<file path="config.mk">
export PLATFORM = sky130hd
export DESIGN_NAME = display_scan_capture
export DESIGN_NICKNAME = d
export VERILOG_FILES = /design/src/rtl/disp_pkg.sv /design/src/rtl/anode_decode.sv /design/src/rtl/display_scan_capture.sv
export SDC_FILE = /design/constraint.sdc
export NUM_CORES = 1
export LEC_CHECK = 0
export BUFFER_PORTS_ARGS = -buffer_cell sky130_fd_sc_hd__buf_2
export CORE_MARGIN = 3
export CORE_UTILIZATION = 57
export DETAILED_ROUTE_END_ITERATION = 16
export PLACE_DENSITY = 0.78
export SYNTH_ARGS = -nofsm -noshare
export SYNTH_HDL_FRONTEND = slang
export SYNTH_SLANG_ARGS = --single-unit
</file>
<file path="constraint.sdc">
create_clock -name clk -period 2.9 [get_ports clk]
set_input_delay 0.145 -clock clk [delete_from_list [all_inputs] [get_ports clk]]
set_output_delay 0.145 -clock clk [all_outputs]
set_load 0.005 [all_outputs]
</file>
<file path="src/rtl/disp_pkg.sv">
// Shared encodings for the display-bus scan monitor: FSM states, digit indices,
// anode idle level and the decoded-anode record.
package disp_pkg;

  localparam logic [0:0] ST_HUNT    = 1'b0;
  localparam logic [0:0] ST_COLLECT = 1'b1;

  localparam logic [1:0] D3 = 2'd3;
  localparam logic [1:0] D2 = 2'd2;
  localparam logic [1:0] D1 = 2'd1;
  localparam logic [1:0] D0 = 2'd0;

  localparam logic AN_IDLE = 1'b1;

  typedef struct packed {
    logic       one;
    logic       multi;
    logic [1:0] idx;
  } anode_t;

  // Number of asserted anodes, saturated at 2 since only "two or more" matters.
  function automatic logic [1:0] count_low(input logic [3:0] low);
    logic [2:0] sum;
    sum = {2'b00, low[0]} + {2'b00, low[1]} + {2'b00, low[2]} + {2'b00, low[3]};
    if (sum >= 3'd2) begin
      count_low = 2'd2;
    end else begin
      count_low = sum[1:0];
    end
  endfunction

endpackage

</file>
<file path="src/rtl/anode_decode.sv">
// Combinational decode of the four active-low anodes into blank / single digit
// index / multiple-anode fault.
module anode_decode
  import disp_pkg::*;
(
  input  logic       an3,
  input  logic       an2,
  input  logic       an1,
  input  logic       an0,
  output logic [1:0] idx,
  output logic       one,
  output logic       multi
);

  logic [3:0] low_s;
  anode_t     dec_s;

  assign low_s = {an3, an2, an1, an0} ^ {4{AN_IDLE}};

  // Classify the anode pattern; idx is only meaningful when exactly one is low.
  always_comb begin
    dec_s = '0;
    case (count_low(low_s))
      2'd0: begin
        dec_s.one   = 1'b0;
        dec_s.multi = 1'b0;
      end
      2'd1: begin
        dec_s.one   = 1'b1;
        dec_s.multi = 1'b0;
      end
      default: begin
        dec_s.one   = 1'b0;
        dec_s.multi = 1'b1;
      end
    endcase
    case (low_s)
      4'b1000: dec_s.idx = D3;
      4'b0100: dec_s.idx = D2;
      4'b0010: dec_s.idx = D1;
      4'b0001: dec_s.idx = D0;
      default: dec_s.idx = D0;
    endcase
  end

  assign idx   = dec_s.idx;
  assign one   = dec_s.one;
  assign multi = dec_s.multi;

endmodule

</file>
<file path="src/rtl/display_scan_capture.sv">
// Receive-side monitor of the multiplexed 4-digit display bus: settles and
// captures each digit, rebuilds the displayed word and flags scan faults.
module display_scan_capture
  import disp_pkg::*;
#(
  parameter int SETTLE  = 2,
  parameter int TIMEOUT = 64
) (
  input  logic        clk,
  input  logic        reset,
  input  logic        an3,
  input  logic        an2,
  input  logic        an1,
  input  logic        an0,
  input  logic [3:0]  char,
  output logic [15:0] digits,
  output logic        frame_valid,
  output logic        overlap_err,
  output logic        order_err,
  output logic        timeout_err
);

  localparam int            TW       = $clog2(TIMEOUT + 1);
  localparam logic [3:0]    SETTLE_C = 4'(SETTLE);
  localparam logic [TW-1:0] TMO_C    = TW'(TIMEOUT);

  logic [1:0]    idx_s;
  logic          one_s;
  logic          multi_s;

  logic [3:0]    low_cnt_r;
  logic [3:0]    low_cnt_nxt_s;
  logic [1:0]    prev_idx_r;
  logic          armed_r;
  logic          armed_nxt_s;
  logic          capture_s;

  logic [0:0]    state_r;
  logic [0:0]    state_nxt_s;
  logic [1:0]    expect_r;
  logic [1:0]    expect_nxt_s;
  logic [TW-1:0] tmo_r;
  logic [TW-1:0] tmo_nxt_s;
  logic [TW-1:0] tmo_inc_s;

  logic [3:0]    slot3_r;
  logic [3:0]    slot2_r;
  logic [3:0]    slot1_r;
  logic [3:0]    slot3_nxt_s;
  logic [3:0]    slot2_nxt_s;
  logic [3:0]    slot1_nxt_s;

  logic [15:0]   digits_r;
  logic [15:0]   digits_nxt_s;
  logic          valid_r;
  logic          valid_nxt_s;
  logic          overlap_r;
  logic          overlap_nxt_s;
  logic          order_r;
  logic          order_nxt_s;
  logic          timeout_r;
  logic          timeout_nxt_s;

  anode_decode u_decode (
    .an3   (an3),
    .an2   (an2),
    .an1   (an1),
    .an0   (an0),
    .idx   (idx_s),
    .one   (one_s),
    .multi (multi_s)
  );

  // Settle counter: consecutive cycles of the same single anode, saturating at SETTLE.
  always_comb begin
    low_cnt_nxt_s = 4'd0;
    if (one_s) begin
      if ((low_cnt_r != 4'd0) && (idx_s == prev_idx_r)) begin
        if (low_cnt_r >= SETTLE_C) begin
          low_cnt_nxt_s = SETTLE_C;
        end else begin
          low_cnt_nxt_s = low_cnt_r + 4'd1;
        end
      end else begin
        low_cnt_nxt_s = 4'd1;
      end
    end else begin
      low_cnt_nxt_s = 4'd0;
    end
  end

  // A held anode disarms after its capture and re-arms only on a blank cycle.
  always_comb begin
    capture_s   = one_s && armed_r && (low_cnt_nxt_s == SETTLE_C);
    armed_nxt_s = armed_r;
    if (multi_s) begin
      armed_nxt_s = 1'b0;
    end else if (!one_s) begin
      armed_nxt_s = 1'b1;
    end else if (capture_s) begin
      armed_nxt_s = 1'b0;
    end else begin
      armed_nxt_s = armed_r;
    end
  end

  // Saturating stall counter increment.
  always_comb begin
    if (tmo_r == {TW{1'b1}}) begin
      tmo_inc_s = tmo_r;
    end else begin
      tmo_inc_s = tmo_r + {{(TW-1){1'b0}}, 1'b1};
    end
  end

  // Frame FSM; priority is overlap, then capture, then stall timeout.
  always_comb begin
    state_nxt_s   = state_r;
    expect_nxt_s  = expect_r;
    tmo_nxt_s     = tmo_r;
    slot3_nxt_s   = slot3_r;
    slot2_nxt_s   = slot2_r;
    slot1_nxt_s   = slot1_r;
    digits_nxt_s  = digits_r;
    valid_nxt_s   = 1'b0;
    overlap_nxt_s = 1'b0;
    order_nxt_s   = 1'b0;
    timeout_nxt_s = 1'b0;
    if (multi_s) begin
      overlap_nxt_s = 1'b1;
      state_nxt_s   = ST_HUNT;
      tmo_nxt_s     = '0;
    end else if (capture_s) begin
      tmo_nxt_s = '0;
      if (state_r == ST_HUNT) begin
        if (idx_s == D3) begin
          slot3_nxt_s  = char;
          state_nxt_s  = ST_COLLECT;
          expect_nxt_s = D2;
        end else begin
          state_nxt_s = ST_HUNT;
        end
      end else if (idx_s == expect_r) begin
        case (expect_r)
          D2: begin
            slot2_nxt_s  = char;
            expect_nxt_s = D1;
          end
          D1: begin
            slot1_nxt_s  = char;
            expect_nxt_s = D0;
          end
          D0: begin
            digits_nxt_s = {slot3_r, slot2_r, slot1_r, char};
            valid_nxt_s  = 1'b1;
            state_nxt_s  = ST_HUNT;
            expect_nxt_s = D3;
          end
          default: begin
            state_nxt_s  = ST_HUNT;
            expect_nxt_s = D3;
          end
        endcase
      end else begin
        order_nxt_s = 1'b1;
        if (idx_s == D3) begin
          slot3_nxt_s  = char;
          state_nxt_s  = ST_COLLECT;
          expect_nxt_s = D2;
        end else begin
          state_nxt_s = ST_HUNT;
        end
      end
    end else if (state_r == ST_COLLECT) begin
      if (tmo_inc_s == TMO_C) begin
        timeout_nxt_s = 1'b1;
        state_nxt_s   = ST_HUNT;
        tmo_nxt_s     = '0;
      end else begin
        tmo_nxt_s = tmo_inc_s;
      end
    end else begin
      tmo_nxt_s = '0;
    end
  end

  // State, counter, slot and output registers.
  always_ff @(posedge clk) begin
    if (reset) begin
      low_cnt_r  <= 4'd0;
      prev_idx_r <= D0;
      armed_r    <= 1'b1;
      state_r    <= ST_HUNT;
      expect_r   <= D3;
      tmo_r      <= '0;
      slot3_r    <= 4'd0;
      slot2_r    <= 4'd0;
      slot1_r    <= 4'd0;
      digits_r   <= 16'h0000;
      valid_r    <= 1'b0;
      overlap_r  <= 1'b0;
      order_r    <= 1'b0;
      timeout_r  <= 1'b0;
    end else begin
      low_cnt_r  <= low_cnt_nxt_s;
      prev_idx_r <= idx_s;
      armed_r    <= armed_nxt_s;
      state_r    <= state_nxt_s;
      expect_r   <= expect_nxt_s;
      tmo_r      <= tmo_nxt_s;
      slot3_r    <= slot3_nxt_s;
      slot2_r    <= slot2_nxt_s;
      slot1_r    <= slot1_nxt_s;
      digits_r   <= digits_nxt_s;
      valid_r    <= valid_nxt_s;
      overlap_r  <= overlap_nxt_s;
      order_r    <= order_nxt_s;
      timeout_r  <= timeout_nxt_s;
    end
  end

  assign digits      = digits_r;
  assign frame_valid = valid_r;
  assign overlap_err = overlap_r;
  assign order_err   = order_r;
  assign timeout_err = timeout_r;

endmodule

</file>
==> flow_metrics.env <==
export IMPL_status="completed"
export IMPL_die_area_um2=5110
export IMPL_route_detailed_wl_per_inst_um=13.0
export IMPL_die_w_um=71.5
export IMPL_asyncSetResetFlopFracSynth_pct=0
export IMPL_number_of_vias_per_cell=5.47
export IMPL_yosysUniqueCellTypes=46
export IMPL_timing_slew_headroom_pct=58.7
export IMPL_first_pass_iters=4
export IMPL_total_leakage_power_nw=1.24
export IMPL_grt_pass1_wl_um=7560
export IMPL_number_of_enable_type_register_cells_in_the_synthesized_netlist=0
export IMPL_synth_area_leader_cell="dfxtp_1"
export IMPL_period_minus_slack_ns=2.53
export IMPL_timing_rr_start="low_cnt_r[0]$_SDFF_PP0_"
export IMPL_worst_slew_pin_slew_ns=0.615
export IMPL_syn_mean_instance_area_um2=9.66
export IMPL_antenna_cells_inserted=0
export IMPL_dieHeight_um=71.5
export IMPL_hold_path_class="primary input to flip-flop"
export IMPL_synthesis_area_um2=2440
export IMPL_core_area_um2=4060
export IMPL_nets=305
export IMPL_cts_resized_gates=0
export IMPL_worst_ep_arrival_time_ns=2.76
export IMPL_worst_endpoint_required_ns=3.13
export IMPL_clk_pin_slew_ns=0.09
export IMPL_yosysSeqAreaShare_pct=40.1
export IMPL_drc_violations=0
export IMPL_cts_max_path_buffers=2
export IMPL_unrepaired_setup_endpoints_after_global_routing="no"
export IMPL_finalClockSkew_ns=0.00560
export IMPL_layout_worst_path_cycle_share_pct=87.3
export IMPL_clock_latency_on_the_worst_skew_pair_ns=0.30
export IMPL_wl_um=4340
export IMPL_synth_area_top_cells="dfxtp_1, mux2i_1, nand2b_1"
export IMPL_maximum_number_of_pins_on_one_net_before_global_route_repair=42
export IMPL_final_setup_vio_count=0
export IMPL_antenna_violations_before_repair=0
export IMPL_numPortBuffers=29
export IMPL_grt_pass1_vias=1675
export IMPL_synth_warning_count=0
export IMPL_stdcell_count=333
export IMPL_hold_path_depth=3
export IMPL_postSynth_topFlopCell="dfxtp_1"
export IMPL_h_tree_lvl_count=2
export IMPL_boundaryPins=30
export IMPL_postRouteAntennaNets=0
export IMPL_worst_setup_path_type="primary input to flip-flop"
export IMPL_setup_worst_path_end_class="flip-flop"
export IMPL_timing_final_hold_violations=0
export IMPL_postSynthRegisterBits=49
export IMPL_place_detailed_instances=325
export IMPL_synth_nets=276
export IMPL_synth_largest_type_area_fraction_pct=40.1
export IMPL_slew_violations=0
export IMPL_area_growth_pct=11.1
export IMPL_critPathLaunchType="primary input"
export IMPL_drt_initial_drc_count=77
export IMPL_track_usage_pct=18.2
export IMPL_postCtsHoldBufs=0
export IMPL_tritoncts="done"
export IMPL_core_rowCount=23
export IMPL_cap_viol_max_count=0
export IMPL_worst_r2r_cell_count=8
export IMPL_num_vias=1822
export IMPL_share_of_layout_cells_above_drive_strength_1_pct=16.6
export IMPL_dp_final_hpwl_um=3190
export IMPL_setup_tns_ns=0
export IMPL_crit_path_max_fanout=5
export IMPL_gp_congestion=0.882
export IMPL_initial_utilization_pct=60.2
export IMPL_vdd_drop_max_v=0.000310
export IMPL_grt_overflow=0
export IMPL_cts_root_buf="clkbuf_8"
export IMPL_postCtsSetupBuffers=0
export IMPL_powerDensity_nw_per_um2=432
export IMPL_startpoint_of_the_most_critical_hold_path="an2"
export IMPL_cts_buffers=5
export IMPL_syn_inst=253
export IMPL_clock_tree_sinks=49
export IMPL_crit_start="an1"
export IMPL_max_freq_ghz=0.395
==> sequential cells by signal, indices dropped and copies added (netlist names) <==
register and flops:
frame_valid 1, tmo_r 7, timeout_err 1, low_cnt_r 4, overlap_err 1, slot2_r 4
state_r 1, order_err 1, digits 16, expect_r 2, prev_idx_r 2, slot3_r 4
slot1_r 4, armed_r 1
==> kinds of logic after synthesis <==
kind of cell | share of synthesized area [%]
adders and majority gates | 7.42
buffers and inverters | 4.97
DFF | 40.1
muxes | 12.3
and+or+nand+nor | 24.5
xor gates and xnor gates | 2.51
AOI/OAI and AO/OA | 7.99
other | 0.153
==> layout make-up <==
| class | count | area, µm² |
|---|---|---|
| inverters | 15 | 56.3 |
| flip-flops and latches | 49 | 981 |
| clock inverters | 2 | 13.8 |
| well taps | 50 | 62.6 |
| clock buffers | 6 | 72.6 |
| multi-input cells | 178 | 1340 |
| fillers | 333 | 1340 |
| repair buffers | 33 | 188 |
==> worst max-delay path: stages <==
cell and delay (ns):
buf_2 0.09, inv_1 0.05, ha_1 0.30, fa_1 0.39, ha_1 0.29, nand2b_1 0.21
or3_1 0.41, nor4_4 0.27, and4_1 0.40, mux2i_1 0.21
==> cells in the final DEF, fill, tap and decap left out, types with 5 or more instances in the layout <==
cell      instances
nand2b_1         34
buf_2            29
inv_1            15
ha_1             12
mux2i_1          29
dfxtp_1          49
nor2_1           17
nand2_1          11
clkbuf_8          5
nor3_1           13
==> through the flow <==
step           hold slack [ns]  power [mW]  util, %  worst slack (ns)  area, µm²
2_1_floorplan            0.333       0.766        -             0.275       2440
3_3_place_gp             0.454       0.787     64.8             0.107       2630
3_5_place_dp             0.463       0.789     64.8            0.0646       2630
4_1_cts                  0.131        1.19     66.9             0.370       2720
5_1_grt                  0.171        1.22     66.9             0.210       2720
6_report                 0.137        1.17     66.9             0.368       2720
==> path summary, 6_finish.rpt <==
check	end	slack, ns
max	slot1_r[0]$_SDFFE_PP0P_	0.37
min	prev_idx_r[0]$_SDFF_PP0_	0.14
max reg2reg	tmo_r[2]$_SDFF_PP0_	0.67
min reg2reg	digits[7]$_SDFFE_PP0P_	0.48
==> per-layer routing <==
layer | routed length (µm) | track usage (%) | vias to the layer above
met1 | 2170 | 25.5 | 841
met4 | 60 | 6.05 | 0
met2 | 1920 | 27.7 | 34
met3 | 196 | 4.49 | 6
li1 | - | - | 941
met5 | 0 | 0 | -
==> report_power, final <==
part | switching, mW | leakage [nW] | internal, mW | total, mW
Clock | 0.229 | 0.0456 | 0.172 | 0.401
Sequential | 0.00290 | 0.396 | 0.678 | 0.681
Combinational | 0.0553 | 0.797 | 0.0370 | 0.0923
Total | 0.287 | 1.24 | 0.887 | 1.17
==> cells in the mapped netlist, drive strengths merged (2+ instances only) <==
master and instances:
clkbuf 7, or3 2, nand3 3, nor4 5
ha 12, and2 2, xnor2 4, nand2b 34
and3 2, nand4 3, nand2 11, and4 3
dfxtp 49, nor2b 2, buf 4, or4 2
a211o 2, mux2i 29, o21ai 3, a21oi 4
inv 15, a31oi 3, nor3 13, nor2 17
a32oi 3, xor2 3
(Power assumes the default switching activity.)
